==> src/rtl/serial_subtractor_ctrl.sv <==
// Bit-serial A-B controller: LSB-first, one bit per cycle, borrow out.
// Define SERIAL_SUB_SAT_EN to clamp diff to zero on underflow.
module serial_subtractor_ctrl #(
  parameter int WIDTH = 8
) (
  input  logic             clk,
  input  logic             rst,
  input  logic             start,
  input  logic [WIDTH-1:0] A,
  input  logic [WIDTH-1:0] B,
  output logic             busy,
  output logic             done,
  output logic [WIDTH-1:0] diff,
  output logic             borrow
);

  localparam int CW = $clog2(WIDTH + 1);

  typedef enum logic [1:0] {
    IDLE,
    SHIFT,
    DONE
  } state_t;

  state_t state, state_n;

  logic [WIDTH-1:0] a_q, b_q;
  logic [WIDTH-2:0] r_q;
  logic             br_q;
  logic [CW-1:0]    cnt;

  logic             last;
  logic             d;
  logic             br_n;
  logic [WIDTH-1:0] r_n;

  assign last = (cnt == CW'(WIDTH - 1));
  assign d    = a_q[0] ^ b_q[0] ^ br_q;
  assign br_n = (~a_q[0] & b_q[0])
              | (~(a_q[0] ^ b_q[0]) & br_q);
  // r_n is the full result once the last bit lands in the MSB
  assign r_n  = {d, r_q};

  always_ff @(posedge clk) begin
    if (rst) state <= IDLE;
    else     state <= state_n;
  end

  always_comb begin
    state_n = state;
    busy    = 1'b0;
    done    = 1'b0;
    unique case (state)
      IDLE: begin
        if (start) state_n = SHIFT;
      end
      SHIFT: begin
        busy = 1'b1;
        if (last) state_n = DONE;
      end
      DONE: begin
        done    = 1'b1;
        state_n = IDLE;
      end
      default: state_n = IDLE;
    endcase
  end

  always_ff @(posedge clk) begin
    if (rst) begin
      a_q    <= '0;
      b_q    <= '0;
      r_q    <= '0;
      br_q   <= 1'b0;
      cnt    <= '0;
      diff   <= '0;
      borrow <= 1'b0;
    end else begin
      unique case (state)
        IDLE: begin
          if (start) begin
            a_q  <= A;
            b_q  <= B;
            r_q  <= '0;
            br_q <= 1'b0;
            cnt  <= '0;
          end
        end
        SHIFT: begin
          a_q  <= {1'b0, a_q[WIDTH-1:1]};
          b_q  <= {1'b0, b_q[WIDTH-1:1]};
          r_q  <= r_n[WIDTH-1:1];
          br_q <= br_n;
          cnt  <= cnt + CW'(1);
          if (last) begin
`ifdef SERIAL_SUB_SAT_EN
            diff <= br_n ? '0 : r_n;
`else
            diff <= r_n;
`endif
            borrow <= br_n;
          end
        end
        default: begin
        end
      endcase
    end
  end

endmodule

==> config.mk <==
export PLATFORM = sky130hd
export DESIGN_NAME = serial_subtractor_ctrl
export DESIGN_NICKNAME = d
export VERILOG_FILES = /design/src/rtl/serial_subtractor_ctrl.sv
export SDC_FILE = /design/constraint.sdc
export NUM_CORES = 1
export LEC_CHECK = 0
export CAP_MARGIN = 20
export CORE_AREA = 4 4 72 74
export DETAILED_ROUTE_END_ITERATION = 16
export DIE_AREA = 0 0 76 78
export PLACE_DENSITY_LB_ADDON = 0.25
export SLEW_MARGIN = 20
export SYNTH_ARGS = -nofsm -noshare
export SYNTH_HDL_FRONTEND = slang
export SYNTH_SLANG_ARGS = --single-unit
export TNS_END_PERCENT = 100
==> constraint.sdc <==
create_clock -name clk -period 1.3 [get_ports clk]
set_input_delay 0.26 -clock clk [delete_from_list [all_inputs] [get_ports clk]]
set_output_delay 0.26 -clock clk [all_outputs]
set_load 0.02 [all_outputs]
==> impl_metrics.yaml, run 1 <==
status:
  run_status: "finished clean"
worst_setup_path:
  critPathRequiredTime_ps: 1040
  worstPathMaxFanout: 3
  critPathSlowestCell: "dfxtp_2"
  crit_path_max_incr_delay_ps: 330
  crit_path_start_kind: "register"
  crit_arrival_ps: 1030
  path_class: "reg -> out"
  path_cells: "nand2b_1 -> inv_1 -> buf_4"
  end_kind: "output port"
synthesis:
  syn_inst: 205
  synth_top_area_share_pct: 44.13
  yosys.cell_types.count: 33
  syn_area_mm2: 0.001769
  ys_ff_latch: 39
  async_reset_ff_share_pct: 0
  synth_edf_count: 0
  synth_ff_type: "dfxtp_1"
  seq_area_frac_synth_pct: 44.13
  ys_top_cells_by_area: "dfxtp_1, a21oi_1, nor2_1"
  yosysMostFrequentCell: "dfxtp_1"
  synth_warnings: 0
  yosys.area.top_type: "dfxtp_1"
  synth_nets: 226
  synth_common_cells: "dfxtp_1, a21oi_1, nor2_1, inv_1, nand3_1"
  avgSynthCellArea_um2: 8.630
sta:
  drv_slew: 0
  slew_headroom_pct: 81.89
  max_freq_mhz: 773.1
  setup_viol: 0
  hold_viol_final: 0
  tightest_slew_ps: 271.6
  finalWorstSetupSlack_ps: 6.445
  tns_ps: 0
  fin_crit_ps: 1294
  min_period_over_period_pct: 99.50
  skew_ps: 2.966
  grt_setup_unrepaired: "yes"
route:
  highest_layer: "met4"
  dr_wl_met3_um: 245
  drt_wl_total_um: 4322
  detail-route-antenna-nets: 0
  num_vias: 1620
  dr.pass1.iters: 4
  wl_met1_um: 2115
  viasPerCell: 5.400
  drc: 0
  drt_iter0_drc: 102
  wire_per_inst_um: 14.41
  dr_wl_met2_um: 1899
layout:
  fillCellCount: 452
  area_delta_synth_final_pct: 36.00
  layout.nets: 266
  design_area_mm2: 0.002406
  antennaDiodeCount: 0
  multiInputGateArea_um2: 949.7
  drive_above_1_share_pct: 27.24
  ff_latch_area_um2: 784.5
place:
  pre_cts_ws_ps: -368.3
  gp_congestion: 0.7361
  io_buffers: 29
  dpl_cell_area_mm2: 0.002203
  hpwl_um: 2809
cts:
  numCtsBuffers: 5
  cts_max_level: 2
  clk_pin_slew_ps: 70
  cts_tree: "built"
  root_buffer: "clkbuf_8"
  numClockSinks: 39
  clockBufferDepth: 2
  insertion_delay_ps: 290
die:
  rows: 25
  core_region_area_mm2: 0.004598
  io-pin-count: 30
  die-area_mm2: 0.005928
  die_h_um: 78
  dieWidth_um: 76
  initial_utilization_pct: 38.48
power:
  power_frac_seq_pct: 50.1
  combPwrFrac_pct: 15.3
  power.leakage_nw: 0.9405
  p_switching_mw: 0.6252
  p_per_area_mw_per_mm2: 1066
  vdd_drop_max_v: 0.0005686
  power_mw: 2.566
  power_frac_clock_pct: 34.6
  cell_internal_pwr_mw: 1.941
  swShare_pct: 24.36
grt:
  grt_pass1_wl_um: 7424
  gr-usage-all-layers_pct: 15.24
  antenna_found_initial: 0
  overflow: 0
  grt_pass1_vias: 1535
  grt_max_degree: 25
flow_run:
  cap_viol_max_count: 0
hold_path:
  hp-class: "reg -> reg"
[critical path, delay by kind of cell, from the launching register on]
family / cells / cell delay, ps
DFF: 1 / 330
and+or+nand+nor: 1 / 160
buffers and inverters: 2 / 260
[registers in the layout, indices dropped and copies added (netlist names)]
register / cells
b_q: 8
diff: 8
borrow: 1
r_q: 7
cnt: 4
br_q: 1
a_q: 8
state: 2
[cell type report]
class                   instances  share of cell area, %
multi-input cells             138                  39.47
flip-flops and latches         39                  32.61
repair buffers                 51                  19.40
clock buffers                   8                  4.160
well taps                      54                  2.808
inverters                      10                  1.560
[layer usage]
layer,global-route usage (%),vias to the layer above
met2,22.35,44
met1,20.73,760
met3,5.104,6
met5,0,-
met4,5.338,0
li1,-,810
[layout by cell type (no fill, tap or decap), types with 4 or more instances in the layout]
cell and count:
dfxtp_1 36, nor2_1 24, a21oi_1 22, buf_4 19
clkdlybuf4s50_1 17, inv_1 10, nand3_1 9, dlygate4sd2_1 9
nand2b_1 8, o31ai_1 8, a21oi_2 8, o221a_2 7
nor3_1 7, a22oi_1 7, clkbuf_8 7, or3b_4 6
buf_6 4
[worst paths after layout]
kind / endpoint / cells after the start / startpoint / slack [ps]
setup / recovery: busy / 3 / state[1] / 6
hold / removal: b_q[7] / 2 / b_q[7] / 470
setup reg to reg: cnt[3] / 4 / state[1] / 6
hold reg to reg: b_q[7] / 2 / b_q[7] / 470
[cells by family after synthesis]
| family | Yosys count | synth area share [%] |
|---|---|---|
| compound gates | 67 | 26.10 |
| fa+ha+maj | 2 | 1.839 |
| flops | 39 | 44.13 |
| simple gates | 69 | 20.37 |
| buf+inv | 28 | 7.567 |
[timing repair]
| action | 4_1_cts | 5_1_grt |
|---|---|---|
| gates resized for setup | 32 | 20 |
| setup endpoints to repair | 32 | 23 |
| pin swaps | 2 | 5 |
| setup buffers | 1 | 0 |
| cloned | 0 | 0 |
| hold buffers | 0 | 0 |
[per-stage QoR]
stage / util, % / cells / hold slack (ps)
after global placement: 47.92 / 291 / 459.8
after CTS: 50.75 / 300 / 475.0
after floorplan: - / 205 / 443.4
final: 52.33 / 300 / 471.9
after global routing: 52.33 / 300 / 499.2
after detailed placement: 47.92 / 291 / 464.1
[power by group through the flow]
stage                     logic, mW  clock network [mW]  registers (mW)
after CTS                     0.368               0.930            1.28
after global routing          0.434               0.971            1.29
after global placement        0.345                   0            1.31
after floorplan               0.222                   0            1.30
after detailed placement      0.349                   0            1.31
final                         0.393               0.888            1.28
No activity file was read; power rests on OpenSTA's default activity.
==> run 2: changes to the inputs <==
--- a/config.mk
+++ b/config.mk
@@ -6,9 +6,9 @@
 export NUM_CORES = 1
 export LEC_CHECK = 0
 export CAP_MARGIN = 20
-export CORE_AREA = 4 4 72 74
+export CORE_AREA = 2 2 70 72
 export DETAILED_ROUTE_END_ITERATION = 16
-export DIE_AREA = 0 0 76 78
+export DIE_AREA = 0 0 72 74
 export PLACE_DENSITY_LB_ADDON = 0.25
 export SLEW_MARGIN = 20
 export SYNTH_ARGS = -nofsm -noshare
==> impl_metrics.yaml, run 2 (synthesis gave the netlist of run 1 again) <==
status:
  run_status: "finished, violations left"
  violations: "setup timing"
grt:
  gr-usage-all-layers_pct: 17.43
  grt_pass1_vias: 1547
  grt_max_degree: 25
  antenna_found_initial: 0
  grt_pass1_wl_um: 7265
  overflow: 0
worst_setup_path:
  worstPathMaxFanout: 3
  end_kind: "output port"
  critPathRequiredTime_ps: 1040
  path_class: "reg -> out"
  crit_path_start_kind: "register"
  reg2reg_slack_ps: 20
  crit_arrival_ps: 1040
die:
  rows: 25
  core_region_area_mm2: 0.004598
  die-area_mm2: 0.005328
  io-pin-count: 30
  die_h_um: 74
  dieWidth_um: 72
  initial_utilization_pct: 38.48
layout:
  multiInputGateArea_um2: 962.2
  design_area_mm2: 0.002439
  reg_top3: "a_q x8, b_q x8, diff x8"
  antennaDiodeCount: 0
  layout.nets: 269
  area_delta_synth_final_pct: 37.84
  fillCellCount: 454
  ff_latch_area_um2: 787.0
  drive_above_1_share_pct: 28.92
  layout_commonest_cell: "dfxtp_1"
  layout_common_cells: "dfxtp_1, nor2_1, a21oi_1"
sta:
  setup_viol: 1
  skew_ps: 6.750
  min_period_over_period_pct: 100.1
  grt_setup_unrepaired: "yes"
  slew_headroom_pct: 82.84
  tightest_slew_ps: 255.3
  fin_crit_ps: 1302
  max_freq_mhz: 768.3
  drv_slew: 0
  finalWorstSetupSlack_ps: -1.576
  hold_viol_final: 0
power:
  power.leakage_nw: 0.9611
  p_per_area_mw_per_mm2: 1024
  vdd_drop_max_v: 0.0006083
  power_mw: 2.496
cts:
  insertion_delay_ps: 300
  clk_pin_slew_ps: 80
  numClockSinks: 39
  cts_max_level: 2
  root_buffer: "clkbuf_8"
  cts_tree: "built"
  clockBufferDepth: 2
  numCtsBuffers: 5
place:
  io_buffers: 29
  hpwl_um: 2738
  gp_congestion: 0.7467
  dpl_cell_area_mm2: 0.002211
flow_run:
  cap_viol_max_count: 0
route:
  drt_wl_total_um: 4288
  viasPerCell: 5.287
  drt_iter0_drc: 84
  num_vias: 1602
  drc: 0
  detail-route-antenna-nets: 0
  dr.pass1.iters: 4
  wire_per_inst_um: 14.15
hold_path:
  hp-class: "reg -> reg"
[run 2: repair_timing]
action,CTS,global route
pin swaps,3,6
setup buffers,1,1
gates cloned,0,1
resized for setup,33,28
hold buffers,0,0
setup endpoints to repair,39,32
[run 2: final timing paths]
path                               start  endpoint  cells past startpoint
worst min-delay path             diff[3]   diff[3]                      2
worst min register to register   diff[3]   diff[3]                      2
worst max-delay path            state[1]      busy                      3
worst max register to register  state[1]    cnt[3]                      4
[run 2: where the power goes]
group / switching (mW) / internal [mW]
registers: 0.0361 / 1.25
clock network: 0.427 / 0.377
logic: 0.187 / 0.222
total: 0.650 / 1.85
[run 2: area by class of cell]
type                            instances  share of cell area, %
Timing Repair Buffer                   54                  20.63
Multi-Input combinational cell        138                  39.46
Sequential cell                        39                  32.27
Inverter                               10                  1.539
Clock buffer                            7                  3.130
Clock inverter                          1                 0.2052
Tap cell                               54                  2.771
[run 2: routing by layer]
metal	vias up	track usage [%]	wire length, um
li1	816	-	-
met1	741	23.64	2101
met2	38	26.95	1876
met3	7	3.794	229
met4	0	7.547	80
met5	-	0	0
[run 2: per-stage QoR]
stage	TNS [ps]	hold slack (ps)	util, %	std cells	setup WS [ps]
floorplan	0	443.4	-	205	5.789
global placement	-8885	461.4	48.08	292	-378.2
detailed placement	-9202	466.4	48.08	292	-389.7
CTS	-9.712	478.7	50.67	301	-5.058
global route	-98.46	500.3	53.03	303	-36.54
finish	-1.576	474.9	53.03	303	-1.576
[run 2: critical path, cell delays in order (launching register included)]
cell	delay, ps
dfxtp_2	330
nand2b_1	160
inv_1	100
buf_4	150
==> run 3: changes to the inputs <==
--- a/config.mk
+++ b/config.mk
@@ -7,6 +7,7 @@
 export LEC_CHECK = 0
 export CAP_MARGIN = 20
 export CORE_AREA = 2 2 70 72
+export CTS_BUF_LIST = sky130_fd_sc_hd__clkbuf_4 sky130_fd_sc_hd__clkbuf_8 sky130_fd_sc_hd__clkbuf_16
 export DETAILED_ROUTE_END_ITERATION = 16
 export DIE_AREA = 0 0 72 74
 export PLACE_DENSITY_LB_ADDON = 0.25
==> impl_metrics.yaml, run 3 (synthesis gave the netlist of run 1 again) <==
status:
  run_status: "finished, violations left"
  violations: "setup timing"
sta:
  whs_ps: 474.9
  max_freq_mhz: 768.2
  min_period_over_period_pct: 100.1
  hold_viol_final: 0
  slew_headroom_pct: 82.84
  drv_slew: 0
  tightest_slew_ps: 255.3
  fin_crit_ps: 1302
  tns_ps: -1.776
  grt_setup_unrepaired: "yes"
  finalWorstSetupSlack_ps: -1.776
  setup_viol: 1
  skew_ps: 7.040
cts:
  numClockSinks: 39
  clk_pin_slew_ps: 80
  insertion_delay_ps: 300
  cts_max_level: 2
  root_buffer: "clkbuf_8"
  clockBufferDepth: 2
  numCtsBuffers: 5
  cts_tree: "built"
  hold_buffers: 0
worst_setup_path:
  timing.critical_path.from: "state[1]"
  end_kind: "output port"
  endpoint: "busy"
  crit_arrival_ps: 1040
  crit_path_start_kind: "register"
  critPathRequiredTime_ps: 1040
  r2r-end: "cnt[3]"
  r2r-start: "state[1]"
  path_class: "reg -> out"
  worstPathMaxFanout: 3
  reg2reg_slack_ps: 20
  rr_worst_depth: 4
layout:
  layout.nets: 269
  reg_top3: "a_q x8, b_q x8, diff x8"
  area_delta_synth_final_pct: 38.26
  layout_common_cells: "dfxtp_1, nor2_1, a21oi_1"
  fin_cells: 303
  drive_above_1_share_pct: 29.72
  layout_commonest_cell: "dfxtp_1"
  antennaDiodeCount: 0
  fillCellCount: 451
power:
  swShare_pct: 25.65
  p_per_area_mw_per_mm2: 1038
  combPwrFrac_pct: 16.1
  power_frac_clock_pct: 33.3
  power_frac_seq_pct: 50.5
  vdd_drop_max_v: 0.0006092
  power.leakage_nw: 0.9679
  p_switching_mw: 0.6511
  cell_internal_pwr_mw: 1.888
route:
  drt_iter0_drc: 82
  num_vias: 1604
  drt_wl_total_um: 4290
  viasPerCell: 5.294
  wire_per_inst_um: 14.16
  drc: 0
  detail-route-antenna-nets: 0
  dr.pass1.iters: 4
place:
  gp_congestion: 0.7467
  io_buffers: 29
  dpl.cell_count: 292
  hpwl_um: 2738
die:
  rows: 25
  die_h_um: 74
  io-pin-count: 30
  dieWidth_um: 72
  die-area_mm2: 0.005328
  core_region_area_mm2: 0.004598
  initial_utilization_pct: 38.48
grt:
  grt_pass1_wl_um: 7265
  grt_pass1_vias: 1547
  grt_max_degree: 25
  overflow: 0
  antenna_found_initial: 0
  gr-usage-all-layers_pct: 17.43
flow_run:
  cap_viol_max_count: 0
hold_path:
  hp-class: "reg -> reg"
-- run 3: power groups by stage --
stage / Clock (mW) / Combinational (mW) / Sequential, mW
2_1_floorplan: 0 / 0.222 / 1.30
3_3_place_gp: 0 / 0.349 / 1.31
3_5_place_dp: 0 / 0.352 / 1.31
4_1_cts: 0.861 / 0.373 / 1.28
5_1_grt: 0.901 / 0.451 / 1.29
6_report: 0.847 / 0.409 / 1.28
-- run 3: metrics by stage --
step / util [%] / worst slack [ps] / area (um2) / power (mW)
after global routing: 53.20 / -36.38 / 2446 / 2.645
after global placement: 48.08 / -378.2 / 2211 / 1.657
after CTS: 50.83 / -5.058 / 2337 / 2.514
final: 53.20 / -1.776 / 2446 / 2.539
after detailed placement: 48.08 / -389.7 / 2211 / 1.660
after floorplan: - / 5.789 / 1772 / 1.523
-- run 3: what timing repair did --
action	CTS	global route
gates resized for setup	33	28
cloned	0	1
setup buffers	1	1
pin swaps	3	6
setup endpoints to repair	39	32
-- run 3: worst min-delay path by stage --
stage | to | startpoint | cells past startpoint | slack, ps
2_1_floorplan | diff[0] | r_q[0] | 2 | 440
3_3_place_gp | diff[4] | diff[4] | 2 | 460
3_5_place_dp | diff[4] | diff[4] | 2 | 470
4_1_cts | diff[6] | diff[6] | 2 | 480
5_1_grt | diff[2] | diff[2] | 2 | 500
6_report | diff[3] | diff[3] | 2 | 470
-- run 3: critical path, stage by stage, from the launching register on --
cell and delay, ps:
dfxtp_2 330, nand2b_1 160, inv_1 100, buf_4 150
-- run 3: layer usage --
layer	track usage [%]	share of wire [%]	vias up
met4	7.547	1.9	0
met3	3.794	5.3	7
met1	23.64	49	743
met2	26.95	44	38
met5	0	0	-
li1	-	-	816
-- run 3: final cells by class --
| cell class | instances | area (um2) | share of cell area [%] |
|---|---|---|---|
| tap | 54 | 67.56 | 2.762 |
| clock inverter | 1 | 5.005 | 0.2046 |
| inverter | 10 | 37.54 | 1.535 |
| sequential | 39 | 787.0 | 32.17 |
| timing repair buffer | 54 | 503.0 | 20.56 |
| clock buffer | 7 | 83.83 | 3.427 |
| multi-input combinational | 138 | 962.2 | 39.33 |
